$ cat src/rtl/prime_candidate_gen.sv
// Assembles an RSA prime candidate from consecutive LFSR words, forcing MSB/LSB high,
// and offers it on a valid/ready handshake; flags a locked (all-zero) LFSR stickily.
module prime_candidate_gen #(
    parameter int WORD_WIDTH  = 32,
    parameter int CHUNK_WIDTH = WORD_WIDTH / 2
) (
    input  logic                   clk,
    input  logic                   rst,
    input  logic                   start,
    input  logic [CHUNK_WIDTH-1:0] rand_in,
    output logic                   busy,
    output logic                   cand_valid,
    input  logic                   cand_ready,
    output logic [WORD_WIDTH-1:0]  candidate,
    output logic                   err_stuck
);

    localparam int NUM_CHUNKS = WORD_WIDTH / CHUNK_WIDTH;
    localparam int CNT_W      = $clog2(NUM_CHUNKS + 1);
    localparam logic [CNT_W-1:0]      LAST_CNT   = CNT_W'(NUM_CHUNKS - 1);
    localparam logic [WORD_WIDTH-1:0] FORCE_MASK = {1'b1, {(WORD_WIDTH-2){1'b0}}, 1'b1};

    typedef enum logic [1:0] {
        ST_IDLE    = 2'd0,
        ST_COLLECT = 2'd1,
        ST_DONE    = 2'd2
    } state_e;

    state_e                  state_q, state_d;
    logic [CNT_W-1:0]        cnt_q, cnt_d;
    logic [WORD_WIDTH-1:0]   shreg_q, shreg_d;
    logic [WORD_WIDTH-1:0]   cand_q, cand_d;
    logic                    err_q, err_d;
    logic                    busy_q, valid_q;
    logic [WORD_WIDTH-1:0]   shreg_next_s;
    logic                    chunk_zero_s;

    // First sampled chunk migrates to the most significant position.
    assign shreg_next_s = {shreg_q[WORD_WIDTH-CHUNK_WIDTH-1:0], rand_in};
    assign chunk_zero_s = (rand_in == {CHUNK_WIDTH{1'b0}});

    // Next-state logic for the collection FSM and its datapath.
    always_comb begin
        state_d = state_q;
        cnt_d   = cnt_q;
        shreg_d = shreg_q;
        cand_d  = cand_q;
        err_d   = err_q;
        case (state_q)
            ST_IDLE: begin
                if (start) begin
                    state_d = ST_COLLECT;
                    cnt_d   = {CNT_W{1'b0}};
                    shreg_d = {WORD_WIDTH{1'b0}};
                end else begin
                    state_d = ST_IDLE;
                end
            end
            ST_COLLECT: begin
                if (chunk_zero_s) begin
                    // A zero word means the LFSR has locked: abandon this candidate.
                    err_d   = 1'b1;
                    state_d = ST_IDLE;
                end else begin
                    shreg_d = shreg_next_s;
                    cnt_d   = cnt_q + CNT_W'(1);
                    if (cnt_q == LAST_CNT) begin
                        cand_d  = shreg_next_s | FORCE_MASK;
                        state_d = ST_DONE;
                    end else begin
                        state_d = ST_COLLECT;
                    end
                end
            end
            ST_DONE: begin
                if (cand_ready) begin
                    if (start) begin
                        state_d = ST_COLLECT;
                        cnt_d   = {CNT_W{1'b0}};
                        shreg_d = {WORD_WIDTH{1'b0}};
                    end else begin
                        state_d = ST_IDLE;
                    end
                end else begin
                    state_d = ST_DONE;
                end
            end
            default: begin
                state_d = ST_IDLE;
            end
        endcase
    end

    // State and output registers; status outputs are decoded from the next state.
    always_ff @(posedge clk or posedge rst) begin
        if (rst) begin
            state_q <= ST_IDLE;
            cnt_q   <= {CNT_W{1'b0}};
            shreg_q <= {WORD_WIDTH{1'b0}};
            cand_q  <= {WORD_WIDTH{1'b0}};
            err_q   <= 1'b0;
            busy_q  <= 1'b0;
            valid_q <= 1'b0;
        end else begin
            state_q <= state_d;
            cnt_q   <= cnt_d;
            shreg_q <= shreg_d;
            cand_q  <= cand_d;
            err_q   <= err_d;
            busy_q  <= (state_d != ST_IDLE);
            valid_q <= (state_d == ST_DONE);
        end
    end

    assign busy       = busy_q;
    assign cand_valid = valid_q;
    assign candidate  = cand_q;
    assign err_stuck  = err_q;

endmodule

$ cat config.mk
export PLATFORM = sky130hd
export DESIGN_NAME = prime_candidate_gen
export DESIGN_NICKNAME = d
export VERILOG_FILES = /design/src/rtl/prime_candidate_gen.sv
export SDC_FILE = /design/constraint.sdc
export NUM_CORES = 1
export LEC_CHECK = 0
export CAP_MARGIN = 10
export CORE_MARGIN = 2
export CORE_UTILIZATION = 52
export CTS_CLUSTER_DIAMETER = 120
export CTS_CLUSTER_SIZE = 40
export DETAILED_ROUTE_END_ITERATION = 10
export GPL_TIMING_DRIVEN = 0
export PLACE_DENSITY = 0.84
export SYNTH_ARGS = -nofsm -noshare
export SYNTH_HDL_FRONTEND = slang
export SYNTH_SLANG_ARGS = --single-unit
$ cat constraint.sdc
create_clock -name clk -period 4.2 [get_ports clk]
set_input_delay 0.84 -clock clk [delete_from_list [all_inputs] [get_ports clk]]
set_output_delay 0.84 -clock clk [all_outputs]
set_load 0.03 [all_outputs]
==> results.cfg, run 1 <==
[worst_hold_path]
count_of_cells_along_the_worst_hold_path = 1
hold_end = candidate[0]
worst_hold_launch = candidate[0]
timing.hold.worst.class = reg2reg

[cts]
clock_sinks = 53
post_cts.repair.setup_buffers = 0
worst_setup_hold_path_clk_slew_ns = 0.08
clockBufferDepth = 2
tritoncts = built
numCtsBuffers = 5
hold_bufs_inserted_after_cts = 0
clk_latency_ns = 0.30
cts_resized = 0
clock-root-buffer = clkbuf_8
clock_tree.htree_level_count = 2

[placement]
gp_routability_congestion = 0.7619
io_buffer_count = 54
post-place-cells = 242
dpl.hpwl_um = 3299

[setup_path]
worst_setup_path_start_kind = input pin
crit_fanout = 10
criticalPathCategory = in2reg
critPathRequiredTime_ns = 4.39
r2r_worst_path_depth = 5
cp_data_arrival_time_ns = 2.93
endpoint_kind = flip-flop
reg2reg_slack_ns = 2.35
timing.critical_path.from = rand_in[14]
r2r-start = state_q[1]
r2r_end = shreg_q[8]

[timing]
slew_viol_final = 0
worst_hold_slack_ns = 0.5082
min_period_ns = 2.743
fmax_mhz = 364.6
timing.final.hold_violations = 0
worstMarginPinSlew_ns = 0.6804
timing.final.crit_share_pct = 65.30
report.final.setup_viol = 0
maxSlewHeadroom_pct = 54.22
setup_total_negative_slack_ns = 0
fin_skew_ns = 0.007213
rsz0062_at_grt = no

[detailed_routing]
drcViolationCount = 0
detailroute.via_count = 1393
drt_iter0_markers = 57
post_drt_wl_per_cell_um = 18.20
drt_first_pass_iters = 4
detail_route.vias_per_cell = 5.572
drt_wl_total_um = 4551
ant_nets = 0

[floorplan]
core.rowCount = 23
chipWidth_um = 68.82
dieHeight_um = 68.82
starting_density_of_the_core_pct = 54.22
die-area_mm2 = 0.004736
placeableCoreArea_mm2 = 0.004029
io_pins = 55

[yosys]
ys_top_cells_by_area = dfrtp_1 (61%), mux2_4 (19%), a32o_1 (6.9%), buf_6 (1.5%), mux2_2 (1.5%)
synth_xor_area_share_pct = 0
synthMuxAreaShare_pct = 21.02
mappedNetlistNets = 158
post_synth_num_cell_types = 23
synthesis.area_per_instance_um2 = 15.95
netlist.top_cell.by_area = dfrtp_1
synth_top_area_share_pct = 60.71
postSynthRegisterBits = 53
synth_fa_ha_area_share_pct = 0.5727
synthesis.instances = 137
seq_area_frac_synth_pct = 60.71
synth.cell_area_mm2 = 0.002185
synth_simple_gate_area_share_pct = 3.952
synth-compound-area-share_pct = 10.08
synth_top_family_by_area = multiplexers
synth_warn = 0

[finish]
area_growth_from_synthesis_to_layout_pct = 32.19
final_antenna_diode_count = 0
final_layout_size_suffix_gt1_share_pct = 23.50
final_design_utilization_pct = 71.68
final-instance-count-excl-fill = 250
final_nets = 220

[pwr]
power.static_leakage_nw = 1.269
total_power_mw = 2.377
ir_drop_mv = 0.4405
power_density_mw_per_mm2 = 823.1

[flow_run]
cap_violations = 0

[grt]
grt_pass1_wl_um = 7341
grt_pass1_vias = 1439
global_route.usage.total_pct = 21.82
grt_max_degree = 43
grt_antenna_before_repair = 0
global_route_overflow = 0

[status]
outcome = complete, no violations
synth_stat cells:
| cell type | n |
|---|---|
| nor2b_1 | 2 |
| mux2_4 | 27 |
| buf_6 | 3 |
| a21o_1 | 2 |
| nand3b_1 | 1 |
| a41oi_2 | 1 |
| mux2i_1 | 2 |
| dfrtp_1 | 53 |
| buf_4 | 2 |
| nand2b_1 | 3 |
| nand2_1 | 1 |
| mux2_2 | 3 |
| nor4_1 | 4 |
| nand4_1 | 1 |
| o21ai_0 | 4 |
| ha_1 | 1 |
| inv_1 | 3 |
| buf_2 | 1 |
| a41o_2 | 1 |
| or2_2 | 2 |
| o21bai_1 | 1 |
| clkbuf_1 | 4 |
| a32o_1 | 15 |
sequential cells by signal (all words and copies together), names as in the netlist:
signal and count:
cnt_q 2, shreg_q 15, candidate 31, err_stuck 1, state_q 2, cand_valid 1
busy 1
area by class of cell:
cell class | count | area [µm²]
clock buffer | 8 | 80.08
fill | 275 | 1141
inverter | 3 | 11.26
buffer | 10 | 68.82
timing repair buffer | 55 | 560.5
tap | 50 | 62.56
sequential | 53 | 1326
multi-input combinational | 71 | 778.2
report_power, final:
part | switching (mW) | internal (mW)
clock network | 0.152 | 0.119
registers | 0.134 | 0.734
logic | 0.602 | 0.635
total | 0.889 | 1.49
worst max-delay path, cell delays in order:
cell and delay (ns):
clkdlybuf4s50_1 0.47, nor4_1 0.65, a41oi_2 0.39, buf_6 0.28, mux2_4 0.30
per-layer routing:
metal	wire, µm	global-route usage [%]	vias up	share of wire [%]
met3	234	6.494	10	5.1
met1	1888	27.59	709	41
met2	2342	35.70	45	51
met4	87	7.843	0	1.9
met5	0	0	-	0
li1	-	-	629	-
placed cells by master (no fill, tap or decap):
cell / Yosys / layout
a41o_2: 1 / 1
inv_2: 0 / 1
a32o_1: 15 / 15
ha_1: 1 / 1
buf_12: 0 / 1
o21ai_0: 4 / 4
or2_2: 2 / 2
a21o_1: 2 / 2
nand2b_1: 3 / 3
nand4_1: 1 / 1
buf_6: 3 / 3
inv_1: 3 / 2
nor2b_1: 2 / 2
clkdlybuf4s50_1: 0 / 54
buf_4: 2 / 2
a41oi_2: 1 / 1
mux2_4: 27 / 27
mux2_2: 3 / 3
clkbuf_1: 4 / 7
nand3b_1: 1 / 1
nand2_1: 1 / 1
dfrtp_1: 53 / 53
nor4_1: 4 / 4
buf_2: 1 / 1
clkbuf_8: 0 / 5
o21bai_1: 1 / 1
mux2i_1: 2 / 2
logic make-up after synthesis:
group                    after synthesis
flip-flops                            53
multiplexers                          32
AO/OA/AOI/OAI                         24
AND/OR/NAND/NOR                       14
buffers and inverters                 13
adder cells (fa/ha/maj)                1
worst max path at each step:
stage | cells past startpoint | slack (ns) | endpoint
2_1_floorplan | 4 | 1.97 | candidate[13]
3_3_place_gp | 5 | 1.22 | candidate[28]
3_5_place_dp | 5 | 1.14 | candidate[2]
4_1_cts | 5 | 1.46 | candidate[6]
5_1_grt | 5 | 1.33 | candidate[18]
6_report | 5 | 1.46 | candidate[23]
metrics by stage:
step                      worst slack (ns)  area [µm²]
after floorplan                      1.966        2185
after global placement               1.221        2788
after detailed placement             1.140        2808
after CTS                            1.464        2888
after global routing                 1.330        2888
final                                1.457        2888
(Power assumes the default switching activity.)
==> inputs of run 2 (changes only) <==
--- a/config.mk
+++ b/config.mk
@@ -7,12 +7,12 @@
 export LEC_CHECK = 0
 export CAP_MARGIN = 10
 export CORE_MARGIN = 2
-export CORE_UTILIZATION = 52
+export CORE_UTILIZATION = 44
 export CTS_CLUSTER_DIAMETER = 120
 export CTS_CLUSTER_SIZE = 40
 export DETAILED_ROUTE_END_ITERATION = 10
 export GPL_TIMING_DRIVEN = 0
-export PLACE_DENSITY = 0.84
+export PLACE_DENSITY = 0.76
 export SYNTH_ARGS = -nofsm -noshare
 export SYNTH_HDL_FRONTEND = slang
 export SYNTH_SLANG_ARGS = --single-unit
==> constraint.sdc (replaced) <==
create_clock -name clk -period 2.4 [get_ports clk]
set_input_delay 0.48 -clock clk [delete_from_list [all_inputs] [get_ports clk]]
set_output_delay 0.48 -clock clk [all_outputs]
set_load 0.03 [all_outputs]
==> run 2 against run 1 <==
Effect of this change:
- final area rose by 1.8%
- highest routed layer unchanged
- routed wire length rose by 0.79%
- sequential power rose by 74%
- combinational power rose by 74%
==> results.cfg, run 2 (same netlist as run 1, synthesis figures left out) <==
[floorplan]
dieHeight_um = 74.46
io_pins = 55
placeableCoreArea_mm2 = 0.004755
chipWidth_um = 74.46
starting_density_of_the_core_pct = 45.95
core.rowCount = 25
die-area_mm2 = 0.005544

[timing]
report.final.setup_viol = 0
fin_skew_ns = 0.01201
setup_ws_ns = 0.2125
min_period_ns = 2.187
worstMarginPinSlew_ns = 0.5207
rsz0062_at_grt = no
fmax_mhz = 457.1
timing.final.crit_share_pct = 91.14
slew_viol_final = 0
maxSlewHeadroom_pct = 65.29
timing.final.hold_violations = 0

[setup_path]
critPathRequiredTime_ns = 2.60
path_delay_family = buffers and inverters
r2r_end = state_q[0]
r2r-start = state_q[1]
cpPeakStageDelay_ns = 0.52
cell_chain_critical_path = clkdlybuf4s50_1, nor4_2, a41oi_2, buf_6, mux2_4
criticalPathCategory = in2reg
reg2reg_slack_ns = 0.50
r2r_worst_path_depth = 5
crit_fanout = 10
worst_setup_path_start_kind = input pin
critical_path.slowest_cell = nor4_2
crit_buf_inv = 2
cp_data_arrival_time_ns = 2.39
endpoint_kind = flip-flop

[grt]
grt_antenna_before_repair = 0
global_route.usage.total_pct = 17.91
grt_max_degree = 39
grt_pass1_vias = 1509
global_route_overflow = 0
grt_pass1_wl_um = 7403

[status]
outcome = complete, no violations

[cts]
hold_bufs_inserted_after_cts = 0
clockBufferDepth = 2
clock-root-buffer = clkbuf_8
numCtsBuffers = 5
clk_latency_ns = 0.31
clock_sinks = 53
tritoncts = built
worst_setup_hold_path_clk_slew_ns = 0.09
clock_tree.htree_level_count = 2

[detailed_routing]
ant_nets = 0
drcViolationCount = 0
post_drt_wl_per_cell_um = 17.18
drt_first_pass_iters = 4
detailroute.via_count = 1407
drt_wl_total_um = 4587
detail_route.vias_per_cell = 5.270
drt_iter0_markers = 89

[pwr]
comb_power_share_pct = 52.0
power.share.switching_pct = 37.62
power_density_mw_per_mm2 = 1417
power.static_leakage_nw = 1.276
share_seq_of_total_power_pct = 36.3
ir_drop_mv = 0.5002
netSwitchingPower_mw = 1.567
p_int_mw = 2.598
clock_group_share_of_total_power_pct = 11.8

[finish]
layout_common_cells = clkdlybuf4s50_1 (54), dfrtp_1 (53), mux2_4 (27)
final-instance-count-excl-fill = 267
final_common_cell = clkdlybuf4s50_1
final_nets = 220
area_growth_from_synthesis_to_layout_pct = 34.59
final_design_utilization_pct = 61.84
final_layout_size_suffix_gt1_share_pct = 27.00
largest_register_ff_count = 31
final_antenna_diode_count = 0
n_fill_cell = 385

[flow_run]
cap_violations = 0

[placement]
dpl.hpwl_um = 3205
gp_routability_congestion = 0.7590
post-place-cells = 259
placement.setup.worst_slack_ns = -0.3123
io_buffer_count = 54

[worst_hold_path]
timing.hold.worst.class = in2async
## run 2: cell count changes in the layout (fill, tap and decap cells not counted), sizes merged
cell / change
clkinvlp: +1
clkbuf: -3
clkinv: +2
## run 2: worst register-to-register path, stage by stage (launching register included)
cell      delay, ns
dfrtp_1        0.39
nor2b_1        0.31
or2_2          0.17
clkbuf_1       0.26
clkbuf_1       0.44
o21ai_0        0.18
## run 2: cell type report
| type | count | area, µm² | share of cell area [%] |
|---|---|---|---|
| plain buffers | 10 | 68.82 | 2.340 |
| clock buffers | 5 | 68.82 | 2.340 |
| clock inverters | 3 | 17.52 | 0.5957 |
| inverters | 3 | 11.26 | 0.3830 |
| multi-input cells | 71 | 803.3 | 27.32 |
| flip-flops and latches | 53 | 1326 | 45.11 |
| well taps | 67 | 83.83 | 2.851 |
| repair buffers | 55 | 560.5 | 19.06 |
## run 2: through the flow
step	hold WS, ns	setup TNS, ns	area (µm²)	total power [mW]
4_1_cts	0.4575	0	2915	4.198
2_1_floorplan	0.4453	0	2185	2.941
3_5_place_dp	0.4879	-11.19	2829	3.698
6_report	0.4558	0	2940	4.166
3_3_place_gp	0.4646	-19.62	2809	3.632
5_1_grt	0.4778	0	2940	4.401
## run 2: repair_timing
action / in CTS / in global routing
setup buffers: 0 / 0
endpoints found under the setup margin: 0 / 33
endpoints found under the hold margin: 0 / 0
gates resized for setup: 0 / 4
## run 2: power by group through the flow
stage / Clock (mW) / Sequential [mW] / Combinational (mW)
after CTS: 0.500 / 1.51 / 2.18
final: 0.490 / 1.51 / 2.16
after global placement: 0 / 1.50 / 2.13
after floorplan: 0 / 1.98 / 0.965
after detailed placement: 0 / 1.53 / 2.17
after global routing: 0.541 / 1.55 / 2.31
## run 2: worst max-delay path by stage
stage / slack, ns / from / endpoint / cells after the start
after floorplan: 0.53 / rand_in[9] / candidate[13] / 4
after global placement: -0.24 / rand_in[14] / candidate[28] / 5
after detailed placement: -0.31 / rand_in[14] / candidate[26] / 5
after CTS: 0.02 / rand_in[14] / candidate[26] / 5
after global routing: 0.12 / rand_in[14] / cnt_q[1] / 6
final: 0.21 / rand_in[14] / candidate[24] / 5
## run 2: metal layers
| metal | GRT usage [%] | routed length [µm] |
|---|---|---|
| met1 | 23.81 | 2057 |
| met2 | 27.93 | 2208 |
| met3 | 3.659 | 226 |
| met4 | 9.127 | 94 |
| met5 | 0 | 0 |
==> inputs of run 3 (changes only) <==
--- a/config.mk
+++ b/config.mk
@@ -7,12 +7,12 @@
 export LEC_CHECK = 0
 export CAP_MARGIN = 10
 export CORE_MARGIN = 2
-export CORE_UTILIZATION = 44
+export CORE_UTILIZATION = 48
 export CTS_CLUSTER_DIAMETER = 120
 export CTS_CLUSTER_SIZE = 40
 export DETAILED_ROUTE_END_ITERATION = 10
 export GPL_TIMING_DRIVEN = 0
-export PLACE_DENSITY = 0.76
+export PLACE_DENSITY = 0.78
 export SYNTH_ARGS = -nofsm -noshare
 export SYNTH_HDL_FRONTEND = slang
 export SYNTH_SLANG_ARGS = --single-unit
==> constraint.sdc (replaced) <==
create_clock -name clk -period 2.5 [get_ports clk]
set_input_delay 0.5 -clock clk [delete_from_list [all_inputs] [get_ports clk]]
set_output_delay 0.5 -clock clk [all_outputs]
set_load 0.03 [all_outputs]
==> run 3 against run 2 <==
Effect of this change:
- die area shrank 7.9%
- global-route usage grew 1.3 points
- cell count shrank 6.0%
- total power shrank 2.0%
- largest cell class unchanged
- largest power group unchanged
- first-iteration DRC count grew 1.1%
- hold slack lost 0.028 ns
==> results.cfg, run 3 (same netlist as run 1, synthesis figures left out) <==
[timing]
maxSlewHeadroom_pct = 57.04
setup_total_negative_slack_ns = 0
worstMarginPinSlew_ns = 0.6385
slew_viol_final = 0
report.final.setup_viol = 0
timing.final.crit_share_pct = 94.18
rsz0062_at_grt = no
timing.final.hold_violations = 0
min_period_ns = 2.355
fmax_mhz = 424.7
fin_skew_ns = 0.005408

[cts]
hold_bufs_inserted_after_cts = 0
cts_resized = 0
worst_setup_hold_path_clk_slew_ns = 0.09
clock_tree.htree_level_count = 2
clock_sinks = 53
numCtsBuffers = 5
clk_latency_ns = 0.30
clock-root-buffer = clkbuf_8
clockBufferDepth = 2
tritoncts = built
post_cts.repair.setup_buffers = 0

[placement]
io_buffer_count = 54
gp_routability_congestion = 0.8197
dpl.hpwl_um = 3173
placed_cell_area_mm2 = 0.002810

[flow_run]
cap_violations = 0

[setup_path]
worst_setup_path_start_kind = input pin
critPathRequiredTime_ns = 2.69
crit_fanout = 10
endpoint_kind = flip-flop
criticalPathCategory = in2reg
cp_data_arrival_time_ns = 2.54

[grt]
grt_max_degree = 44
global_route.usage.total_pct = 19.17
global_route_overflow = 0
grt_pass1_vias = 1467
grt_pass1_wl_um = 7458
grt_antenna_before_repair = 0

[finish]
final_common_cell = clkdlybuf4s50_1
final_design_utilization_pct = 66.47
final_nets = 220
final_antenna_diode_count = 0
layout_common_cells = clkdlybuf4s50_1 (54), dfrtp_1 (53), mux2_4 (27)
seqCellArea_mm2 = 0.001326
design_area_mm2 = 0.002914
final_layout_size_suffix_gt1_share_pct = 24.62
area_growth_from_synthesis_to_layout_pct = 33.39
n_fill_cell = 319
largest_register_ff_count = 31
multi_input_gate_area_in_the_final_layout_um2 = 778.2

[floorplan]
dieHeight_um = 71.46
core.rowCount = 24
chipWidth_um = 71.46
starting_density_of_the_core_pct = 49.83
die-area_mm2 = 0.005107
io_pins = 55
placeableCoreArea_mm2 = 0.004384

[detailed_routing]
drcViolationCount = 0
drt_first_pass_iters = 4
post_drt_wl_per_cell_um = 17.53
ant_nets = 0
detail_route.vias_per_cell = 5.486
detailroute.via_count = 1377
drt_iter0_markers = 90
drt_wl_total_um = 4399

[pwr]
power_density_mw_per_mm2 = 1400
power.static_leakage_nw = 1.284
ir_drop_mv = 0.6150
total_power_mw = 4.081

[status]
outcome = complete, no violations

[worst_hold_path]
timing.hold.worst.class = in2async
## run 3: final cells by class
cell class	instances	share of cell area, %
clock buffer	5	2.362
timing repair buffer	55	19.24
multi-input combinational	71	26.71
sequential	53	45.51
tap	52	2.233
clock inverter	2	1.202
inverter	3	0.3864
buffer	10	2.362
## run 3: report_power, final
part | internal (mW) | switching [mW] | total [mW] | leakage (nW)
clock network | 0.291 | 0.262 | 0.553 | 0.0540
registers | 1.23 | 0.217 | 1.45 | 0.655
logic | 1.07 | 1.01 | 2.08 | 0.575
## run 3: critical path: stages
cell,delay [ns]
clkdlybuf4s50_1,0.46
nor4_1,0.61
a41oi_2,0.37
buf_6,0.28
mux2_4,0.31
## run 3: layer usage
metal | vias up | wire (µm) | global-route usage [%]
met3 | 8 | 182 | 3.516
met4 | 0 | 97 | 10.27
met5 | - | 0 | 0
met1 | 695 | 1966 | 26.37
met2 | 38 | 2151 | 29.12
li1 | 636 | - | -
## run 3: path summary, 6_finish.rpt
path,depth (start not counted),startpoint,to,slack [ns]
setup / recovery,5,rand_in[14],candidate[20],0.15
hold / removal,2,rst,candidate[16],0.43
hold reg to reg,1,err_stuck,err_stuck,0.50
min in group clk,1,err_stuck,err_stuck,0.50
setup reg to reg,5,state_q[1],state_q[0],0.58
max in group asynchronous,3,rst,err_stuck,1.57
## run 3: stage by stage
stage,std cells,hold WS (ns),worst slack [ns]
after floorplan,137,0.4453,0.6063
after global placement,243,0.4599,-0.1642
after detailed placement,244,0.4780,-0.1682
after CTS,251,0.4205,0.1633
after global routing,251,0.4290,0.01127
final,251,0.4278,0.1454
